`config.mk`:
```
export PLATFORM = sky130hd
export DESIGN_NAME = pipeline_hazard_ctrl
export DESIGN_NICKNAME = d
export VERILOG_FILES = /design/src/rtl/pipeline_hazard_ctrl.sv
export SDC_FILE = /design/constraint.sdc
export NUM_CORES = 1
export LEC_CHECK = 0
export ABC_AREA = 1
export BUFFER_PORTS_ARGS = -buffer_cell sky130_fd_sc_hd__buf_2
export CORE_ASPECT_RATIO = 0.7
export CORE_MARGIN = 2
export CORE_UTILIZATION = 50
export CTS_BUF_LIST = sky130_fd_sc_hd__clkbuf_2
export CTS_CLUSTER_DIAMETER = 60
export DETAILED_ROUTE_END_ITERATION = 7
export GPL_ROUTABILITY_DRIVEN = 1
export HOLD_SLACK_MARGIN = 0.02
export PLACE_DENSITY = 0.82
export RECOVER_POWER = 100
export SLEW_MARGIN = 20
export SYNTH_ARGS = -nofsm -noshare
export SYNTH_HDL_FRONTEND = slang
export SYNTH_SLANG_ARGS = --single-unit
```
`constraint.sdc`:
```
create_clock -name clk -period 2.2 [get_ports clk]
set_input_delay 0.22 -clock clk [delete_from_list [all_inputs] [get_ports clk]]
set_output_delay 0.22 -clock clk [all_outputs]
set_load 0.01 [all_outputs]
```
`src/rtl/pipeline_hazard_ctrl.sv`:
```
// pipeline_hazard_ctrl: load-use stall, forwarding, redirect flush, halt drain
// and saturating stall/flush event counters for a 5-stage RISC-V pipeline.
module pipeline_hazard_ctrl #(
    parameter int DRAIN_CYCLES = 4,
    parameter int CNT_W        = 32
) (
    input  logic             clk,
    input  logic             rstn,
    input  logic             halt_req_IF,
    input  logic [4:0]       rs1_Dec,
    input  logic [4:0]       rs2_Dec,
    input  logic             rs1_used_Dec,
    input  logic             rs2_used_Dec,
    input  logic [4:0]       rd_Exec,
    input  logic [4:0]       rd_Mem,
    input  logic [4:0]       rd_WB,
    input  logic             wrEn_Exec,
    input  logic             wrEn_Mem,
    input  logic             wrEn_WB,
    input  logic             is_load_Exec,
    input  logic             is_load_Mem,
    input  logic             npc_control_Mem,
    output logic             stall_IF,
    output logic             stall_Dec,
    output logic             bubble_Exec,
    output logic             flush_IFDec,
    output logic             flush_DecExec,
    output logic             flush_ExecMem,
    output logic [1:0]       fwd_A_sel,
    output logic [1:0]       fwd_B_sel,
    output logic             halt,
    output logic [CNT_W-1:0] stall_count,
    output logic [CNT_W-1:0] flush_count
);
    typedef enum logic [1:0] {RUN, DRAIN, HALTED} state_t;

    state_t     state, state_nxt;
    logic [3:0] cnt, cnt_nxt;
    logic       hit1, hit2, lu, redir, stall_inc, flush_inc;

    // Load data only becomes forwardable from WB, so loads in Exec or Mem stall.
    assign hit1 = rs1_used_Dec && rs1_Dec != '0 &&
                  ((wrEn_Exec && is_load_Exec && rd_Exec == rs1_Dec) ||
                   (wrEn_Mem && is_load_Mem && rd_Mem == rs1_Dec));
    assign hit2 = rs2_used_Dec && rs2_Dec != '0 &&
                  ((wrEn_Exec && is_load_Exec && rd_Exec == rs2_Dec) ||
                   (wrEn_Mem && is_load_Mem && rd_Mem == rs2_Dec));
    assign lu    = hit1 || hit2;
    assign redir = npc_control_Mem;

    assign stall_inc = rstn && state != HALTED && lu && !redir;
    assign flush_inc = rstn && state != HALTED && redir;

    always_comb begin
        fwd_A_sel     = 2'b00;
        fwd_B_sel     = 2'b00;
        stall_IF      = 1'b0;
        stall_Dec     = 1'b0;
        bubble_Exec   = 1'b0;
        flush_IFDec   = 1'b0;
        flush_DecExec = 1'b0;
        flush_ExecMem = 1'b0;
        state_nxt     = state;
        cnt_nxt       = cnt;
        if (rstn) begin
            fwd_A_sel = (wrEn_Mem && !is_load_Mem && rd_Mem != '0 && rd_Mem == rs1_Dec) ? 2'b01 :
                        (wrEn_WB && rd_WB != '0 && rd_WB == rs1_Dec) ? 2'b10 : 2'b00;
            fwd_B_sel = (wrEn_Mem && !is_load_Mem && rd_Mem != '0 && rd_Mem == rs2_Dec) ? 2'b01 :
                        (wrEn_WB && rd_WB != '0 && rd_WB == rs2_Dec) ? 2'b10 : 2'b00;
            if (state == HALTED) begin
                stall_IF      = 1'b1;
                stall_Dec     = 1'b1;
                flush_IFDec   = 1'b1;
                flush_DecExec = 1'b1;
                flush_ExecMem = 1'b1;
            end else if (redir) begin
                flush_IFDec   = 1'b1;
                flush_DecExec = 1'b1;
                flush_ExecMem = 1'b1;
                state_nxt     = RUN;
                cnt_nxt       = 4'd0;
            end else begin
                stall_Dec   = lu;
                bubble_Exec = lu;
                stall_IF    = lu || state == DRAIN;
                flush_IFDec = state == DRAIN;
                if (state == RUN && halt_req_IF) begin
                    state_nxt = DRAIN;
                    cnt_nxt   = 4'(DRAIN_CYCLES);
                end else if (state == DRAIN && !lu) begin
                    cnt_nxt   = cnt - 4'd1;
                    state_nxt = (cnt == 4'd1) ? HALTED : DRAIN;
                end
            end
        end
    end

    always_ff @(posedge clk or negedge rstn) begin
        if (!rstn) begin
            state       <= RUN;
            cnt         <= 4'd0;
            halt        <= 1'b0;
            stall_count <= '0;
            flush_count <= '0;
        end else begin
            state <= state_nxt;
            cnt   <= cnt_nxt;
            halt  <= state_nxt == HALTED;
            if (stall_inc && !(&stall_count))
                stall_count <= stall_count + 1'b1;
            if (flush_inc && !(&flush_count))
                flush_count <= flush_count + 1'b1;
        end
    end
endmodule

```
# After elaboration in Yosys (flattened, before gate mapping)
# Cells that the tools add are included.
# Widths: inputs -> output; s select.
[word_totals]
elab_cells = 92
memories = 0
in_bits = 36
ram_bits = 0
rom_bits = 0
register_bits = 71
latch_bits = 0
output_inout_bits = 75
[op_classes]
bitwise = 1
n_div = 0
multipliers = 0
reduce_logical = 43
add_sub_neg = 3
eq_ne = 11
shift = 0
n_lt_le_gt_ge = 0
n_mux = 29
[ops]
columns = ["operator", "n"]
rows = [
  ["$add 32x1->32 const B", 2],
  ["$reduce_and 32->1", 2],
  ["$eq 5x5->1", 6],
  ["$logic_and 1x1->1", 25],
  ["$mux 2", 12],
  ["$reduce_bool 5->1", 4],
  ["$mux 1", 14],
  ["$mux 4", 3],
  ["$logic_not 1->1", 5],
  ["$eq 2x2->1 const B", 2],
  ["$eq 4x1->1 const B", 1],
  ["$logic_or 1x1->1", 4],
  ["$sub 4x1->4 const B", 1],
  ["$reduce_and 3->1", 1],
  ["$reduce_bool 3->1", 1],
  ["$eq 2x1->1 const B", 1],
  ["$logic_not 2->1", 1],
  ["$ne 2x2->1 const B", 1],
  ["$not 1->1", 1],
]

# Longest topological paths before layout
[depth]
word_depth = 13
ltp_mapped = 14
mapped_depth_nobuf = 14

# Worst setup path before layout
# OpenSTA, ideal clock, no wires.
[synth_timing]
kind = "reg-to-reg"
from = "reg flush_count[0]"
to = "reg flush_count[22]"
setup_slack_ps = 329
arrival_time_ps = 1750
setup_time_ps = 121
required_ps = 2079
n_path_buf = 0
synth_period_minus_slack_ps = 1871
path_stages_with_launch = 13
path_cell_list = "dfrtp_1 ha_1 inv_1 nor2_2 nand2_1 nor2_1 nand2_1 nand2_2 nor2_2 nand3_2 nor2_1 nand2_1 xor2_1"
[synth_via]
elab_chain_len = 3
elab_cells_between_ends = 4
classes_between = "add/sub (1); reduce/logical (3)"
[synth_lines]
columns = ["element", "line", "rtl"]
rows = [
  ["from (decl)", "33", "output logic [CNT_W-1:0] flush_count"],
  ["from (signal assigned)", "112", "flush_count <= flush_count + 1'b1;"],
  ["branches (longest 3 deep; another with $add 32x1->32)", "--", ""],
]
# Several ways; the timed one is not identified.
# A chain may end at the register's enable or synchronous reset.

# Worst setup path after layout
[layout_timing]
from = "reg state[0]"
to = "out flush_ExecMem"
[layout_via]
elab_chain_len = 3
[layout_lines]
columns = ["element", "line", "rtl"]
rows = [
  ["from (decl)", "37", "state_t state, state_nxt;"],
  ["from (signal assigned)", "106", "state <= state_nxt;"],
  ["$eq 2x2->1", "70", "if (state == HALTED) begin"],
  ["$mux 1", "70", ""],
  ["$mux 1", "65", "if (rstn) begin"],
  ["to (decl)", "28", "output logic flush_ExecMem,"],
]
# No other way between the ends.

==> flow_summary_export.csv <==
group,metric,value,unit
route,via_per_inst,5.36,
timing,fmax,0.482,GHz
global_route,overflow,0,
layout,instances_no_fill,900,
route,routed_wl,13000,um
timing,hold_viol,0,
floorplanning,fp.dieW,121,um
clock_network,clk_latency,0.51,ns
timing,tightest_slew,1.21,ns
layout,layout_commonest_cell,"nand2_1",
layout,final_cell_mix,"nand2_1 (189), clkbuf_1 (74), dfrtp_1 (71), nor2_1 (62), inv_1 (52)",
min_path,hold_class,"in -> reg",
placed_design,pre_cts_slack,0.253,ns
status,outcome,"completed",
layout,fillers,887,
route,drc,0,
setup_path,cp_max_fo,5,
layout,multi_input_area,2650,um2
yosys,syn_inst,648,
floorplanning,pin_count,111,
setup_path,startpoint_type,"register",
setup_path,worstPathArrival,1.85,ns
floorplanning,start_util,52.2,%
clock_network,htreeDepth,3,
setup_path,crit_type,"reg -> out",
timing,fin_tns_setup,0,ns
yosys,yosysSeqAreaShare,37.1,%
placed_design,dpl_cell_area,5470,um2
yosys,ys_types,35,
clock_network,cts_root_buf,"clkbuf_2",
route,drtIter0Drc,389,
layout,drive_gt1_share,12.4,%
clock_network,cts_made_buffers,9,
setup_path,critical_path_required,1.98,ns
clock_network,clk_pin_slew_worst_paths,0.18,ns
global_route,grt_max_degree,50,
floorplanning,die_h,85.9,um
timing,rsz0062_at_grt,"no",
setup_path,r2r-start,"flush_count[0]$_DFFE_PN0P_",
power,max-vdd-ir-drop,308,uV
global_route,grt_usage,25.7,%
placed_design,dp_hpwl,10300,um
yosys,syn_area,4790,um2
route,dr.pass1.iters,5,
layout,seq_area,1780,um2
floorplanning,die_area,10400,um2
layout,synthToLayoutAreaGrowth,14.0,%
setup_path,worstSetupStartpoint,"state[0]$_DFF_PN0_",
timing,finalWorstSetupSlack,0.125,ns
timing,layout_min_cycle_time,2.07,ns
yosys,ys_seq_elements,71,
timing,final-setup-viol-count,0,
clock_network,post_cts_buffers,0,
power,powerDensity,397,nW/um2
yosys,synth_nets,688,
flow_run,max_cap_violations,0,
floorplanning,core.rowCount,29,
clock_network,cts_sinks,71,
global_route,grt_pass1_vias,4345,
yosys,yosys_warnings,0,
yosys,syn_area_per_cell,7.40,um2
setup_path,worstSetupEndpointType,"primary output",
power,p_leak,0.00267,uW
route,route.detailed.wl_per_inst,14.5,um
floorplanning,coreArea,9180,um2
timing,finalCritPeriodShare,94.3,%
route,routed-via-count,4822,
timing,max_slew_margin,19.2,%
placed_design,portBuffers,110,
layout,num_antenna_cells,0,
timing,slew_violations,0,
placed_design,dp.cells,882,
route,antenna_left,0,
global_route,antenna_found_initial,0,
layout,final_area,5460,um2
clock_network,cts_tree,"done",
placed_design,place_congestion,0.969,
clock_network,cts.path.max_buffers,2,
layout,nNetsFinal,811,
min_path,hold_path_startpoint,"halt_req_IF",
global_route,grt_pass1_wl,21400,um
timing,skew,0.0236,ns
[critical path, stage by stage, from the launching register on]
cell      delay [ns]
dfrtp_1         0.45
nor2_2          0.27
inv_1           0.15
a21oi_1         0.27
clkbuf_2        0.20
[per-stage QoR]
stage          hold WS (ns)  power (uW)  utilization, %
2_1_floorplan       -0.0756        1490               -
3_3_place_gp          0.317        1610            59.6
3_5_place_dp          0.321        1610            59.6
4_1_cts              0.0717        2210            60.7
5_1_grt               0.153        2290            59.5
6_report              0.116        2170            59.5
[metal layers]
layer	vias up	wire [um]	global-route usage (%)
met5	-	0	0
met4	0	172	6.55
met3	21	1160	5.65
met2	232	5410	36.1
met1	2209	6270	39.7
li1	2360	-	-
[registers in the layout (all words and copies together), names as in the netlist]
name / count
cnt: 4
flush_count: 32
halt: 1
stall_count: 32
state: 2
[worst paths after layout]
| check | to | slack [ns] | cells past startpoint |
|---|---|---|---|
| setup / recovery | flush_ExecMem | 0.13 | 4 |
| hold / removal | cnt[3]$_DFFE_PN0P_ | 0.12 | 4 |
| setup reg to reg | flush_count[22]$_DFFE_PN0P_ | 0.16 | 12 |
| hold reg to reg | flush_count[6]$_DFFE_PN0P_ | 0.54 | 1 |
| max in group asynchronous | flush_count[12]$_DFFE_PN0P_ | 0.42 | 4 |
| min in group asynchronous | stall_count[2]$_DFFE_PN0P_ | 0.29 | 3 |
[cell families after synthesis]
family                   after synthesis  synth area share [%]
AO/OA/AOI/OAI                         35                  4.10
XOR/XNOR                              70                  12.8
adder cells (fa/ha/maj)                4                  1.04
buffers and inverters                 76                  7.39
flip-flops                            71                  37.1
AND/OR/NAND/NOR                      392                  37.6
[power breakdown]
part	internal [uW]	switching, uW	total [uW]
Clock	139	441	579
Sequential	1320	15.3	1340
Combinational	91.3	160	251
Total	1550	616	2170
[final cells by class]
class	instances	area share, %
Multi-Input combinational cell	501	48.5
Inverter	64	4.40
Timing Repair Buffer	124	10.3
Sequential cell	71	32.5
Clock inverter	6	0.504
Tap cell	124	2.84
Clock buffer	10	0.916
[synth_stat cells]
cell       count  area, um2
nand2b_1       1       6.26
ha_1           4       50.1
nand4_1       29        181
o22ai_1        6       37.5
buf_12         2       40.0
a21oi_1        9       45.0
buf_6          2       22.5
clkbuf_4       1       7.51
buf_2          2       10.0
nand2_1      189        709
nor3_4         1       16.3
inv_1         52        195
nand3_1       49        245
buf_1          1       3.75
nand2_2        4       25.0
nand4_4        1       21.3
a21oi_2        1       8.76
nor3_2         3       30.0
xnor2_1       25        219
nand3b_1       1       7.51
nor2_1        62        233
a21boi_1       1       7.51
nand3_2        4       40.0
dfrtp_1       71       1780
nor2_4         1       11.3
o21ai_1        3       15.0
nor2_2         6       37.5
buf_4          4       30.0
o21ai_0       13       65.1
nor4_1        11       68.8
nor3_1        27        135
inv_2         12       45.0
xor2_1        45        394
o2111ai_1      2       17.5
nand2_4        3       33.8
[timing repair]
item                                    in CTS  in global routing
endpoints found under the hold margin       24                  0
endpoints found under the setup margin       2                  0
hold buffers                                 2                  0
gates resized for setup                      1                  0
No activity file was read; power rests on OpenSTA's default activity.
